--- src/rtl/w_update_bank.sv ---
// w_update_bank: two-stage weight update bank for an adaptive filter.
// Stage 1 scales taps by mu_error, stage 2 accumulates into weights.
module w_update_bank #(
  parameter int WIDTH     = 16,
  parameter int QP        = 12,
  parameter int TAPS      = 4,
  parameter int RESET_VAL = 0,
  parameter int SAT_EN    = 1,
  localparam int LIW = (TAPS > 1) ? $clog2(TAPS) : 1
) (
  input  logic                    clk,
  input  logic                    reset,
  input  logic                    in_valid,
  input  logic [WIDTH-1:0]        mu_error,
  input  logic [TAPS*WIDTH-1:0]   x_vec,
  input  logic                    freeze,
  input  logic                    load,
  input  logic [LIW-1:0]          load_idx,
  input  logic [WIDTH-1:0]        load_val,
  output logic [TAPS*WIDTH-1:0]   weights,
  output logic                    upd_valid,
  output logic [15:0]             upd_cnt
);

  localparam int PW = 2 * WIDTH + 1;

  localparam logic [WIDTH-1:0] MAXW =
    {1'b0, {(WIDTH-1){1'b1}}};
  localparam logic [WIDTH-1:0] MINW =
    {1'b1, {(WIDTH-1){1'b0}}};

  localparam logic signed [PW-1:0] MAXP =
    {{(WIDTH+2){1'b0}}, {(WIDTH-1){1'b1}}};
  localparam logic signed [PW-1:0] MINP =
    {{(WIDTH+2){1'b1}}, {(WIDTH-1){1'b0}}};

  localparam logic signed [PW-1:0] RND =
    {{(PW-1){1'b0}}, 1'b1} << (QP - 1);

  localparam longint RV = longint'(RESET_VAL) <<< QP;
  localparam logic [WIDTH-1:0] RST_W = RV[WIDTH-1:0];

  // Rounded Q-format product, clamped or truncated to WIDTH.
  function automatic logic [WIDTH-1:0] scale(
    input logic signed [WIDTH-1:0] x,
    input logic signed [WIDTH-1:0] m
  );
    logic signed [PW-1:0] xe;
    logic signed [PW-1:0] me;
    logic signed [PW-1:0] p;
    logic signed [PW-1:0] r;
    logic [WIDTH-1:0] wv;
    logic [WIDTH-1:0] sv;
    xe = PW'(x);
    me = PW'(m);
    p  = xe * me + RND;
    r  = p >>> QP;
    wv = r[WIDTH-1:0];
    if (r > MAXP)
      sv = MAXW;
    else if (r < MINP)
      sv = MINW;
    else
      sv = wv;
    return (SAT_EN != 0) ? sv : wv;
  endfunction

  // Weight plus increment with one guard bit.
  function automatic logic [WIDTH-1:0] accum(
    input logic [WIDTH-1:0] w,
    input logic [WIDTH-1:0] inc
  );
    logic [WIDTH:0] s;
    logic [WIDTH-1:0] sv;
    s = {w[WIDTH-1], w} + {inc[WIDTH-1], inc};
    if (s[WIDTH] != s[WIDTH-1])
      sv = s[WIDTH] ? MINW : MAXW;
    else
      sv = s[WIDTH-1:0];
    return (SAT_EN != 0) ? sv : s[WIDTH-1:0];
  endfunction

  logic [WIDTH-1:0] inc_d [TAPS];
  logic [WIDTH-1:0] inc_q [TAPS];
  logic [WIDTH-1:0] w_q   [TAPS];
  logic             p_valid;
  logic             commit;

  // Per-tap scaled increment for the current inputs.
  always_comb begin
    for (int k = 0; k < TAPS; k++) begin
      inc_d[k] = scale(x_vec[k*WIDTH +: WIDTH], mu_error);
    end
  end

  // Stage 1 register: increments and their valid flag.
  always_ff @(posedge clk) begin
    if (reset) begin
      p_valid <= 1'b0;
      for (int k = 0; k < TAPS; k++) begin
        inc_q[k] <= '0;
      end
    end else begin
      p_valid <= in_valid;
      for (int k = 0; k < TAPS; k++) begin
        inc_q[k] <= inc_d[k];
      end
    end
  end

  // A pending increment under freeze is dropped, not held.
  assign commit = p_valid & ~freeze;

  // Stage 2: load beats commit on the addressed tap.
  always_ff @(posedge clk) begin
    if (reset) begin
      for (int k = 0; k < TAPS; k++) begin
        w_q[k] <= RST_W;
      end
    end else begin
      for (int k = 0; k < TAPS; k++) begin
        if (load && (load_idx == LIW'(k)))
          w_q[k] <= load_val;
        else if (commit)
          w_q[k] <= accum(w_q[k], inc_q[k]);
      end
    end
  end

  // Commit pulse and saturating commit counter.
  always_ff @(posedge clk) begin
    if (reset) begin
      upd_valid <= 1'b0;
      upd_cnt   <= '0;
    end else begin
      upd_valid <= commit;
      if (commit && (upd_cnt != 16'hFFFF))
        upd_cnt <= upd_cnt + 16'd1;
    end
  end

  for (genvar k = 0; k < TAPS; k++) begin : g_out
    assign weights[k*WIDTH +: WIDTH] = w_q[k];
  end

endmodule

--- config.mk ---
export PLATFORM = sky130hd
export DESIGN_NAME = w_update_bank
export DESIGN_NICKNAME = d
export VERILOG_FILES = /design/src/rtl/w_update_bank.sv
export SDC_FILE = /design/constraint.sdc
export NUM_CORES = 2
export LEC_CHECK = 0
export BUFFER_PORTS_ARGS = -buffer_cell sky130_fd_sc_hd__buf_2
export CAP_MARGIN = 20
export CORE_MARGIN = 5
export CORE_UTILIZATION = 50
export DETAILED_ROUTE_END_ITERATION = 10
export PLACE_DENSITY_LB_ADDON = 0.1
export SYNTH_ARGS = -nofsm -noshare
export SYNTH_HDL_FRONTEND = slang
export SYNTH_SLANG_ARGS = --single-unit
--- constraint.sdc ---
create_clock -name clk -period 7 [get_ports clk]
set_clock_uncertainty 0.15 [all_clocks]
set_input_delay 0 -clock clk [delete_from_list [all_inputs] [get_ports clk]]
set_output_delay 0 -clock clk [all_outputs]
set_load 0.005 [all_outputs]
==> summary.txt <==
Global routing
  – Vias in the first global route: 38404
  – Initial antenna violation count: 14
  – GRT Overall Usage: 0.259
  – Largest net degree at the start of global routing: 53
  – Grt ovf: 0
  – Global-route wire length before repair: 208000 um

Logic synthesis
  – Ys async rst share: 0
  – Syn Std Cell Area: 47600 um2
  – Seq/Total Area, Yosys: 0.0749
  – Synth Flop Type: dfxtp_1
  – Yosys reg bits: 146
  – EDFF count, synth: 64
  – Syn. warnings: 0
  – Synthesized area per cell: 9.14 um2
  – Post-synthesis cell count: 5206
  – Unique cell type count in the Yosys netlist: 98
  – Post-Syn Nets: 6758

Timing
  – Period Utilization, post-route: 0.944
  – Slew margin rel.: 0.271
  – Setup ws final: 0.395 ns
  – Tightest Pin Transition: 1.09 ns
  – Fin. max-slew vios: 0
  – Fmax: 151 MHz
  – Final min period: 6.61 ns
  – RSZ-0062 raised after global routing: no
  – Final setup viols: 0
  – Final hold violation count: 0

Route
  – Drt pass-1 iters: 6
  – Wirelength per Cell: 19.0 um
  – DRT iter0 DRCs: 1869
  – Total Wirelength: 125000 um
  – Post-route DRC: 0
  – Remaining antenna violation count: 0
  – Via/cell ratio: 5.27
  – Vias after detailed routing: 34888

Floorplanning
  – Initial Util: 0.503
  – IO Pins: 184
  – Die Span X: 319 um
  – Core area: 94700 um2
  – Total die area: 101000 um2
  – Die outline height: 319 um
  – Rows: 113

CTS
  – Root Buffer: clkbuf_16
  – Clock buffer depth: 2
  – Postcts setup bufs: 0
  – TritonCTS Buffers: 17
  – Reg clk slew, reported paths: 0.07 ns
  – CTS tree: yes
  – H-tree depth: 4
  – Clk sinks: 146
  – Clock latency on the worst-skew pair: 0.46 ns

Min path
  – Worst Hold Launch: reset
  – Hold WC Path Type: in2reg
  – Hold path depth: 3
  – Hold path endpoint: inc_q[1][15]

Setup path
  – CP required: 7.25 ns
  – Worst reg-to-reg setup slack: 2.87 ns
  – R2r startpoint: inc_q[0][0]
  – Reg2reg end: w_q[0][5]
  – CP endpoint kind: flip-flop
  – Worst-path maximum fanout: 30
  – Critical path class: in2reg
  – Crit path arrival time: 6.85 ns
  – FF-to-FF path depth: 13
  – Startpoint Class: input port

Placement
  – Pre-CTS setup slack: -0.0615 ns
  – Number of port buffers: 183
  – DP HPWL: 104000 um
  – Gpl congestion: 0.913

Status
  – Status: finished, final reports clean

Final layout
  – Final nets: 6884
  – Share of layout cells above drive strength 1: 0.0726
  – Area Growth Syn to Fin: 7.64%

Run
  – Max_cap viols: 0
placed cells by master, fill, tap and decap left out, drive strengths merged, types with 17 or more instances in the layout:
cell	n
nor3	34
nand2	592
o21ai	120
dlygate4sd3	17
a21oi	181
edfxtp	64
nand3	35
buf	296
inv	1243
and2	486
a21o	94
nand4	25
dfxtp	82
nor2b	24
xnor2	108
o21a	25
nor2	149
ha	377
fa	1072
clkbuf	21
nand2b	25
xor2	54
per-layer routing:
layer | share of wire | track usage | vias to the layer above
met5 | 0.0012 | 0.00898 | -
met4 | 0.049 | 0.105 | 5
met3 | 0.047 | 0.0301 | 227
met2 | 0.51 | 0.457 | 824
met1 | 0.40 | 0.324 | 17913
li1 | - | - | 15919
layout make-up:
| type | count | area [um2] |
|---|---|---|
| sequential | 146 | 3560 |
| clock inverter | 13 | 130 |
| fill | 8888 | 43500 |
| clock buffer | 19 | 464 |
| antenna | 7 | 17.5 |
| tap | 1265 | 1580 |
| inverter | 1236 | 4640 |
| timing repair buffer | 315 | 2260 |
| multi-input combinational | 3616 | 38600 |
state kept, by name, indices dropped and copies added (netlist names):
register	flops
p_valid	1
upd_valid	1
w_q	64
upd_cnt	16
inc_q	64
kinds of logic (layout without fill, tap and decap cells):
group                      count (synthesis)  count (layout)  share of synthesized area
buffers and inverters                   1444            1583                      0.115
xor gates and xnor gates                 162             162                     0.0300
other                                      0               7                          0
DFF                                      146             146                     0.0749
muxes                                      6               6                    0.00137
adders and majority gates               1449            1449                      0.550
AOI/OAI and AO/OA                        562             562                     0.0800
and+or+nand+nor                         1437            1437                      0.149
worst max-delay path by stage:
stage / startpoint / to / slack [ns] / cells after the start
final: mu_error[1] / inc_q[0][5] / 0.39 / 24
after global routing: mu_error[1] / inc_q[1][14] / 0.01 / 26
after CTS: mu_error[5] / inc_q[0][5] / 0.43 / 24
after detailed placement: mu_error[5] / inc_q[0][5] / -0.06 / 24
after global placement: mu_error[5] / inc_q[3][0] / -0.06 / 23
after floorplan: mu_error[1] / inc_q[1][9] / 0.17 / 26
worst max-delay path, cell delays in order:
cell	delay [ns]
buf_2	0.21
buf_4	0.26
buf_12	0.21
nand2_1	0.10
fa_1	0.54
fa_1	0.52
fa_1	0.51
inv_1	0.05
fa_1	0.53
fa_1	0.50
inv_1	0.05
fa_1	0.48
inv_1	0.04
ha_1	0.33
nand4_1	0.10
a21o_1	0.19
a211oi_1	0.30
a21oi_2	0.14
o21ai_2	0.32
a211oi_1	0.13
o21bai_1	0.31
mux2i_1	0.29
o31a_1	0.53
a31o_2	0.18
synthesized netlist by cell type (5+ instances only):
| cell type | count | area share |
|---|---|---|
| nand2_1 | 592 | 0.047 |
| a21oi_2 | 15 | 0.0028 |
| clkbuf_1 | 191 | 0.015 |
| nor2_1 | 148 | 0.012 |
| a21boi_0 | 5 | 0.00079 |
| inv_1 | 1234 | 0.097 |
| a221o_1 | 13 | 0.0027 |
| nor3_1 | 34 | 0.0036 |
| nand4_1 | 25 | 0.0033 |
| o21a_1 | 25 | 0.0039 |
| or2_2 | 10 | 0.0013 |
| a21o_1 | 94 | 0.015 |
| xnor2_1 | 107 | 0.020 |
| o211ai_1 | 6 | 0.00095 |
| edfxtp_1 | 64 | 0.040 |
| nor2b_1 | 24 | 0.0032 |
| o21bai_1 | 7 | 0.0011 |
| o21ai_0 | 104 | 0.011 |
| o22ai_1 | 7 | 0.00092 |
| and2_1 | 483 | 0.063 |
| a21oi_1 | 166 | 0.017 |
| buf_2 | 12 | 0.0013 |
| nand3_1 | 34 | 0.0036 |
| and4_1 | 5 | 0.00092 |
| o21ai_1 | 15 | 0.0016 |
| fa_1 | 1072 | 0.45 |
| mux2i_1 | 5 | 0.0011 |
| nand2b_1 | 25 | 0.0033 |
| a211oi_1 | 8 | 0.0013 |
| a221oi_1 | 6 | 0.0011 |
| a31oi_1 | 9 | 0.0012 |
| ha_1 | 377 | 0.099 |
| o31ai_1 | 6 | 0.00095 |
| and3_1 | 16 | 0.0021 |
| nand3b_1 | 7 | 0.0011 |
| or3_1 | 11 | 0.0014 |
| a2111oi_0 | 5 | 0.00092 |
| dfxtp_1 | 82 | 0.034 |
| a211o_1 | 10 | 0.0018 |
| xor2_1 | 54 | 0.0099 |
per-stage QoR:
step	instances	hold slack (ns)	setup TNS [ns]	utilization	instance area, um2
finish	6617	0.0499	0	0.541	51200
global route	6616	0.0534	0	0.541	51200
CTS	6608	0.0264	0	0.541	51200
detailed placement	6559	0.0736	-0.210	0.532	50400
global placement	6558	0.0661	-0.289	0.532	50400
floorplan	5206	-0.0218	0	-	47600
timing repair:
action                                  in CTS  in global routing
hold endpoints to repair                    51                  0
endpoints found under the setup margin       0                 21
hold buffers                                17                  0
resized for setup                            0                  2
Power is left out: the tool's default activity adds up to more than one toggle a clock period on the data nets, which glitch-free logic cannot reach.
